===== src/rtl/uart_boot_loader.sv =====
// UART boot loader: receives 8N1 bytes, assembles little-endian words and writes IMEM then DMEM.
// Optional trailing checksum word is enabled with macro LOADER_CHECKSUM_EN.
module uart_boot_loader #(
  parameter int CLK_FREQ_MHZ = 100,
  parameter int BAUD_RATE    = 1000000,
  parameter int IMEM_ENTRIES = 4096,
  parameter int DMEM_ENTRIES = 4096
) (
  input  logic        clk_i,
  input  logic        rst_ni,
  input  logic        rxd_i,
  output logic        imem_we_o,
  output logic        dmem_we_o,
  output logic [31:0] waddr_o,
  output logic [31:0] wdata_o,
  output logic        done_o,
  output logic        frame_err_o,
  output logic        cksum_err_o
);

  localparam int          DIV       = CLK_FREQ_MHZ * 1000000 / BAUD_RATE;
  localparam int          HALF      = DIV / 2;
  localparam logic [31:0] DIV_LAST  = 32'(DIV - 1);
  localparam logic [31:0] HALF_LAST = 32'(HALF - 1);
  localparam logic [31:0] IMEM_LAST = 32'(IMEM_ENTRIES - 1);
  localparam logic [31:0] DMEM_LAST = 32'(DMEM_ENTRIES - 1);

  typedef enum logic [1:0] {
    RX_IDLE  = 2'd0,
    RX_START = 2'd1,
    RX_DATA  = 2'd2,
    RX_STOP  = 2'd3
  } rx_state_e;

`ifdef LOADER_CHECKSUM_EN
  typedef enum logic [1:0] {
    LD_IMEM  = 2'd0,
    LD_DMEM  = 2'd1,
    LD_CKSUM = 2'd2,
    LD_DONE  = 2'd3
  } ld_state_e;
`else
  typedef enum logic [1:0] {
    LD_IMEM  = 2'd0,
    LD_DMEM  = 2'd1,
    LD_DONE  = 2'd3
  } ld_state_e;
`endif

  logic        rxd_meta_q, rxd_sync_q;

  rx_state_e   rx_state_q, rx_state_d;
  logic [31:0] baud_cnt_q, baud_cnt_d;
  logic [2:0]  bit_cnt_q, bit_cnt_d;
  logic [7:0]  shift_q, shift_d;
  logic        stop_wait_q, stop_wait_d;
  logic        rx_valid_q, rx_valid_d;
  logic [7:0]  rx_byte_q, rx_byte_d;
  logic        frame_err_q, frame_err_d;

  ld_state_e   ld_state_q, ld_state_d;
  logic [1:0]  byte_cnt_q, byte_cnt_d;
  logic [31:0] word_q, word_d;
  logic [31:0] waddr_q, waddr_d;
  logic [31:0] wdata_q, wdata_d;
  logic        imem_we_q, imem_we_d;
  logic        dmem_we_q, dmem_we_d;
  logic        done_q, done_d;
  logic [31:0] word_new_s;

`ifdef LOADER_CHECKSUM_EN
  logic [31:0] sum_q, sum_d;
  logic        cksum_err_q, cksum_err_d;
`endif

  // Two-flop synchronizer for the asynchronous serial line
  always_ff @(posedge clk_i or negedge rst_ni) begin
    if (!rst_ni) begin
      rxd_meta_q <= 1'b1;
      rxd_sync_q <= 1'b1;
    end else begin
      rxd_meta_q <= rxd_i;
      rxd_sync_q <= rxd_meta_q;
    end
  end

  // Receiver next-state: start-bit qualification at half period, then one sample per bit period
  always_comb begin
    rx_state_d  = rx_state_q;
    baud_cnt_d  = baud_cnt_q;
    bit_cnt_d   = bit_cnt_q;
    shift_d     = shift_q;
    stop_wait_d = stop_wait_q;
    rx_valid_d  = 1'b0;
    rx_byte_d   = rx_byte_q;
    frame_err_d = frame_err_q;
    case (rx_state_q)
      RX_IDLE: begin
        baud_cnt_d = 32'd0;
        if (!rxd_sync_q) begin
          rx_state_d = RX_START;
        end else begin
          rx_state_d = RX_IDLE;
        end
      end
      RX_START: begin
        if (baud_cnt_q == HALF_LAST) begin
          baud_cnt_d = 32'd0;
          bit_cnt_d  = 3'd0;
          rx_state_d = rxd_sync_q ? RX_IDLE : RX_DATA;
        end else begin
          baud_cnt_d = baud_cnt_q + 32'd1;
        end
      end
      RX_DATA: begin
        if (baud_cnt_q == DIV_LAST) begin
          baud_cnt_d = 32'd0;
          shift_d    = {rxd_sync_q, shift_q[7:1]};
          bit_cnt_d  = bit_cnt_q + 3'd1;
          rx_state_d = (bit_cnt_q == 3'd7) ? RX_STOP : RX_DATA;
        end else begin
          baud_cnt_d = baud_cnt_q + 32'd1;
        end
      end
      RX_STOP: begin
        // After a bad stop bit, hold here until the line returns idle
        if (stop_wait_q) begin
          if (rxd_sync_q) begin
            stop_wait_d = 1'b0;
            rx_state_d  = RX_IDLE;
          end else begin
            stop_wait_d = 1'b1;
          end
        end else if (baud_cnt_q == DIV_LAST) begin
          baud_cnt_d = 32'd0;
          if (rxd_sync_q) begin
            rx_valid_d = 1'b1;
            rx_byte_d  = shift_q;
            rx_state_d = RX_IDLE;
          end else begin
            frame_err_d = 1'b1;
            stop_wait_d = 1'b1;
          end
        end else begin
          baud_cnt_d = baud_cnt_q + 32'd1;
        end
      end
      default: begin
        rx_state_d = RX_IDLE;
      end
    endcase
  end

  // Receiver state and byte-delivery registers
  always_ff @(posedge clk_i or negedge rst_ni) begin
    if (!rst_ni) begin
      rx_state_q  <= RX_IDLE;
      baud_cnt_q  <= 32'd0;
      bit_cnt_q   <= 3'd0;
      shift_q     <= 8'd0;
      stop_wait_q <= 1'b0;
      rx_valid_q  <= 1'b0;
      rx_byte_q   <= 8'd0;
      frame_err_q <= 1'b0;
    end else begin
      rx_state_q  <= rx_state_d;
      baud_cnt_q  <= baud_cnt_d;
      bit_cnt_q   <= bit_cnt_d;
      shift_q     <= shift_d;
      stop_wait_q <= stop_wait_d;
      rx_valid_q  <= rx_valid_d;
      rx_byte_q   <= rx_byte_d;
      frame_err_q <= frame_err_d;
    end
  end

  assign word_new_s = {rx_byte_q, word_q[31:8]};

  // Loader next-state: word assembly, strobe generation and address/phase advance after each write
  always_comb begin
    ld_state_d = ld_state_q;
    byte_cnt_d = byte_cnt_q;
    word_d     = word_q;
    waddr_d    = waddr_q;
    wdata_d    = wdata_q;
    imem_we_d  = 1'b0;
    dmem_we_d  = 1'b0;
`ifdef LOADER_CHECKSUM_EN
    sum_d       = sum_q;
    cksum_err_d = cksum_err_q;
`endif
    case (ld_state_q)
      LD_IMEM, LD_DMEM: begin
        if (rx_valid_q) begin
          word_d     = word_new_s;
          byte_cnt_d = byte_cnt_q + 2'd1;
          if (byte_cnt_q == 2'd3) begin
            wdata_d   = word_new_s;
            imem_we_d = (ld_state_q == LD_IMEM);
            dmem_we_d = (ld_state_q == LD_DMEM);
          end else begin
            wdata_d = wdata_q;
          end
        end else if (imem_we_q) begin
          if (waddr_q == IMEM_LAST) begin
            waddr_d    = 32'd0;
            ld_state_d = LD_DMEM;
          end else begin
            waddr_d = waddr_q + 32'd1;
          end
        end else if (dmem_we_q) begin
          waddr_d = waddr_q + 32'd1;
          if (waddr_q == DMEM_LAST) begin
`ifdef LOADER_CHECKSUM_EN
            ld_state_d = LD_CKSUM;
`else
            ld_state_d = LD_DONE;
`endif
          end else begin
            ld_state_d = ld_state_q;
          end
        end else begin
          word_d = word_q;
        end
      end
`ifdef LOADER_CHECKSUM_EN
      LD_CKSUM: begin
        if (rx_valid_q) begin
          word_d     = word_new_s;
          byte_cnt_d = byte_cnt_q + 2'd1;
          if (byte_cnt_q == 2'd3) begin
            cksum_err_d = cksum_err_q | (word_new_s != sum_q);
            ld_state_d  = LD_DONE;
          end else begin
            ld_state_d = LD_CKSUM;
          end
        end else begin
          word_d = word_q;
        end
      end
`endif
      LD_DONE: begin
        ld_state_d = LD_DONE;
      end
      default: begin
        ld_state_d = LD_IMEM;
      end
    endcase
`ifdef LOADER_CHECKSUM_EN
    if (imem_we_q || dmem_we_q) begin
      sum_d = sum_q + wdata_q;
    end else begin
      sum_d = sum_q;
    end
`endif
    done_d = (ld_state_d == LD_DONE);
  end

  // Loader state, write port and status registers
  always_ff @(posedge clk_i or negedge rst_ni) begin
    if (!rst_ni) begin
      ld_state_q <= LD_IMEM;
      byte_cnt_q <= 2'd0;
      word_q     <= 32'd0;
      waddr_q    <= 32'd0;
      wdata_q    <= 32'd0;
      imem_we_q  <= 1'b0;
      dmem_we_q  <= 1'b0;
      done_q     <= 1'b0;
    end else begin
      ld_state_q <= ld_state_d;
      byte_cnt_q <= byte_cnt_d;
      word_q     <= word_d;
      waddr_q    <= waddr_d;
      wdata_q    <= wdata_d;
      imem_we_q  <= imem_we_d;
      dmem_we_q  <= dmem_we_d;
      done_q     <= done_d;
    end
  end

`ifdef LOADER_CHECKSUM_EN
  // Running sum of written words and the checksum verdict
  always_ff @(posedge clk_i or negedge rst_ni) begin
    if (!rst_ni) begin
      sum_q       <= 32'd0;
      cksum_err_q <= 1'b0;
    end else begin
      sum_q       <= sum_d;
      cksum_err_q <= cksum_err_d;
    end
  end

  assign cksum_err_o = cksum_err_q;
`else
  assign cksum_err_o = 1'b0;
`endif

  assign imem_we_o   = imem_we_q;
  assign dmem_we_o   = dmem_we_q;
  assign waddr_o     = waddr_q;
  assign wdata_o     = wdata_q;
  assign done_o      = done_q;
  assign frame_err_o = frame_err_q;

endmodule

===== config.mk =====
export PLATFORM = sky130hd
export DESIGN_NAME = uart_boot_loader
export DESIGN_NICKNAME = d
export VERILOG_FILES = /design/src/rtl/uart_boot_loader.sv
export SDC_FILE = /design/constraint.sdc
export NUM_CORES = 1
export LEC_CHECK = 0
export BUFFER_PORTS_ARGS = -buffer_cell sky130_fd_sc_hd__clkbuf_2
export CORE_AREA = 2 2 92 161
export CTS_CLUSTER_DIAMETER = 150
export DETAILED_ROUTE_END_ITERATION = 7
export DIE_AREA = 0 0 94 163
export PLACE_DENSITY = 0.79
export RECOVER_POWER = 100
export SLEW_MARGIN = 25
export SYNTH_ARGS = -nofsm -noshare
export SYNTH_HDL_FRONTEND = slang
export SYNTH_SLANG_ARGS = --single-unit

===== constraint.sdc =====
create_clock -name clk_i -period 6.5 [get_ports clk_i]
set_input_delay 0.325 -clock clk_i [delete_from_list [all_inputs] [get_ports clk_i]]
set_output_delay 0.325 -clock clk_i [all_outputs]
set_load 0.05 [all_outputs]

==> flow_summary.yaml <==
run_status:
  outcome: "complete, but fails checks"
  violations: "max-capacitance violations, max-slew violations"
critical_path:
  path_max_fanout: 23
  critPathSlowestCell: "nor4_1"
  endpoint_kind: "flip-flop"
  r2r_start: "baud_cnt_q[17]"
  path_common_cell: "o22ai_1"
  reg2reg_depth: 6
  reg2reg_to: "baud_cnt_q[23]"
  cp.arrival_ps: 4080
  crit_path_cell_trace: "nor4_2 -> nand2_2 -> nor4_1 -> o22ai_1 -> nor2_1 -> o22ai_1"
  crit_type: "flip-flop to flip-flop"
  start_kind: "flip-flop"
  max_stage_delay_ps: 890
  rrSetupSlack_ps: 2690
  critPathRequiredTime_ps: 6780
layout:
  fin_nets: 725
  final_cell_mix: "dfrtp_1, nand2_1, clkbuf_1, mux2_2, nor2_1"
  layout_commonest_cell: "dfrtp_1"
  area_growth_pct: 13.7
  antenna_cells: 0
  drive_above_1_share_pct: 12.5
global_route:
  overflow: 0
  grt_max_degree: 83
  grt.total_usage_pct: 19.3
  antenna_found_initial: 0
  grt_pass1_vias: 5027
  grt_first_pass_wirelength_mm: 23.8
synth:
  syn_inst: 648
  synth_edf_count: 0
  synthTopCellsByArea: "dfrtp_1, nand2_1, mux2_2"
  synth_cell_types: 52
  synthSimpleGateAreaFrac_pct: 21.8
  syn_area_per_cell_um2: 10.7
  synthArstFlopShare_pct: 100
  ys_dominant_reg_cell: "dfrtp_1"
  synth_seq_cells: 153
  synth_compound_area_share_pct: 5.85
  netlist.area_leader.share_pct: 54.7
  synth-adder-area-share_pct: 1.09
  synth_top_family_by_area: "simple AND/OR/NAND/NOR gates"
  synth_xor_area_share_pct: 4.95
  syn_area_um2: 6910
  yosys_warnings: 0
  ys_seq_area_share_pct: 55.5
  synth_nets: 657
  synth_mux_area_share_pct: 8.57
  yosys.area.top_type: "dfrtp_1"
power:
  p_sw_w: 0.000475
  p_leak_nw: 3.91
  vdd_drop_max_uv: 160
  switching_share_pct: 24.3
  p_int_w: 0.00148
  pwr-share-seq_pct: 48.9
  clkPwrFrac_pct: 50.0
  powerDensity_nw_per_um2: 249
  combinationalPowerShare_pct: 1.1
hold_path:
  min_to: "rxd_sync_q"
  hold_depth: 0
  hp-start: "rxd_meta_q"
  hold_class: "flip-flop to flip-flop"
sta:
  worst_pin_slew_ps: 1830
  drv_slew: 107
  rsz0062_at_grt: "false"
  min_period_over_period_pct: 58.6
  whs_ps: 364
  tns_ps: 0
  max_freq_mhz: 263
  hold_viol_final: 0
  post-route-min-period_ps: 3810
  slew_headroom_pct: -21.9
  setup_violations: 0
  skew_ps: 11.9
place:
  place_congestion: 0.928
  portBuffers: 70
  place_hpwl_mm: 9.47
floorplanning:
  die_w_um: 94
  rows: 58
  io-pin-count: 72
  dieArea_um2: 15300
  initial_core_util_pct: 48.8
  fp.dieH_um: 163
  coreArea_um2: 14200
drt:
  vias: 5103
  wl_per_cell_um: 15.5
  drc_errors: 0
  drt-pass1-iter-count: 4
  detail_route.iter0.violations: 276
  wl_mm: 14.1
  viasPerCell: 5.61
  postRouteAntennaNets: 0
cts:
  clock_latency_ps: 420
  root_buffer: "clkbuf_16"
  cts_sinks: 153
  clk_pin_slew_ps: 70
  numCtsBuffers: 17
  cts_setup_buffers: 0
  htreeDepth: 4
  clockBufferDepth: 2
  cts_tree: "built"
run:
  drv_cap: 4
## synth_stat cells (all sizes together) (2+ instances only)
library cell / instances
dfrtp: 151
nand2: 145
mux2: 49
nor2: 40
nand3: 28
a31oi: 22
xnor2: 20
and3: 19
xor2: 19
a21oi: 16
nor4: 16
nand4: 15
o21ai: 15
buf: 13
clkbuf: 12
and4: 8
inv: 8
ha: 6
nor3: 6
and2: 4
nand2b: 4
a22o: 3
a41oi: 3
nor4b: 3
o22ai: 3
or2: 3
or4: 3
a21o: 2
dfstp: 2
## how the worst max path moves through the flow
stage	startpoint	end	cells past startpoint
floorplan	waddr_o[0]	waddr_o[24]	7
global placement	baud_cnt_q[17]	baud_cnt_q[23]	6
global route	baud_cnt_q[11]	baud_cnt_q[23]	6
detailed placement	baud_cnt_q[17]	baud_cnt_q[23]	6
finish	baud_cnt_q[17]	baud_cnt_q[23]	6
CTS	baud_cnt_q[17]	baud_cnt_q[23]	6
## worst max-delay path, delay by kind of cell, from the launching register on
family             cells  cell delay [ps]
AOI/OAI and AO/OA      2             1070
DFF                    1              460
and+or+nand+nor        4             2130
## flip-flops by register name (all words and copies together), names as in the netlist, 2 cells and up, named ones only
register	count
baud_cnt_q	32
byte_cnt_q	2
word_q	24
waddr_o	32
rx_byte_q	8
bit_cnt_q	3
shift_q	8
wdata_o	32
ld_state_q	2
## per-stage QoR
stage                     std cells  utilization [%]  total power, W  setup WS (ps)  instance area, um^2
after floorplan                 648                -        0.000974           4200                 6910
after global placement          875             52.2        0.000994           3930                 7390
after detailed placement        875             52.2        0.000994           3850                 7390
after CTS                       909             56.7         0.00197           3860                 8020
after global routing            909             55.5         0.00202           2250                 7850
final                           909             55.5         0.00195           2690                 7850
## metal layers
metal	GRT usage, %	vias up	part of all wire, %	routed length [um]
li1	-	2403	-	-
met1	22.9	2534	41	5780
met2	33.5	132	53	7430
met3	4.26	34	3.5	496
met4	8.04	0	2.4	344
met5	0	-	0	0
## final cells by class
class	instances	area, um^2
Timing Repair Buffer	74	303
Fill cell	1232	6300
Multi-Input combinational cell	462	2850
Sequential cell	153	3830
Tap cell	180	225
Inverter	8	30.0
Clock buffer	17	425
Clock inverter	15	181
## cells by family after synthesis
family	Yosys count
multiplexers	50
other	1
AO/OA/AOI/OAI	67
adder cells (fa/ha/maj)	6
buffers and inverters	33
flip-flops	153
XOR/XNOR	39
AND/OR/NAND/NOR	299
## power by group through the flow
stage               registers (W)  clock network [W]   logic (W)
floorplan                0.000972                  0  0.00000232
global placement         0.000972                  0   0.0000223
detailed placement       0.000972                  0   0.0000224
CTS                      0.000954           0.000991   0.0000234
global route             0.000953            0.00104   0.0000264
finish                   0.000954           0.000976   0.0000220
## repair_timing
action | in CTS | in global routing
gates resized for setup | 0 | 0
hold endpoints to repair | 80 | 0
hold buffers | 2 | 0
Power figures use the tool's default switching activity.
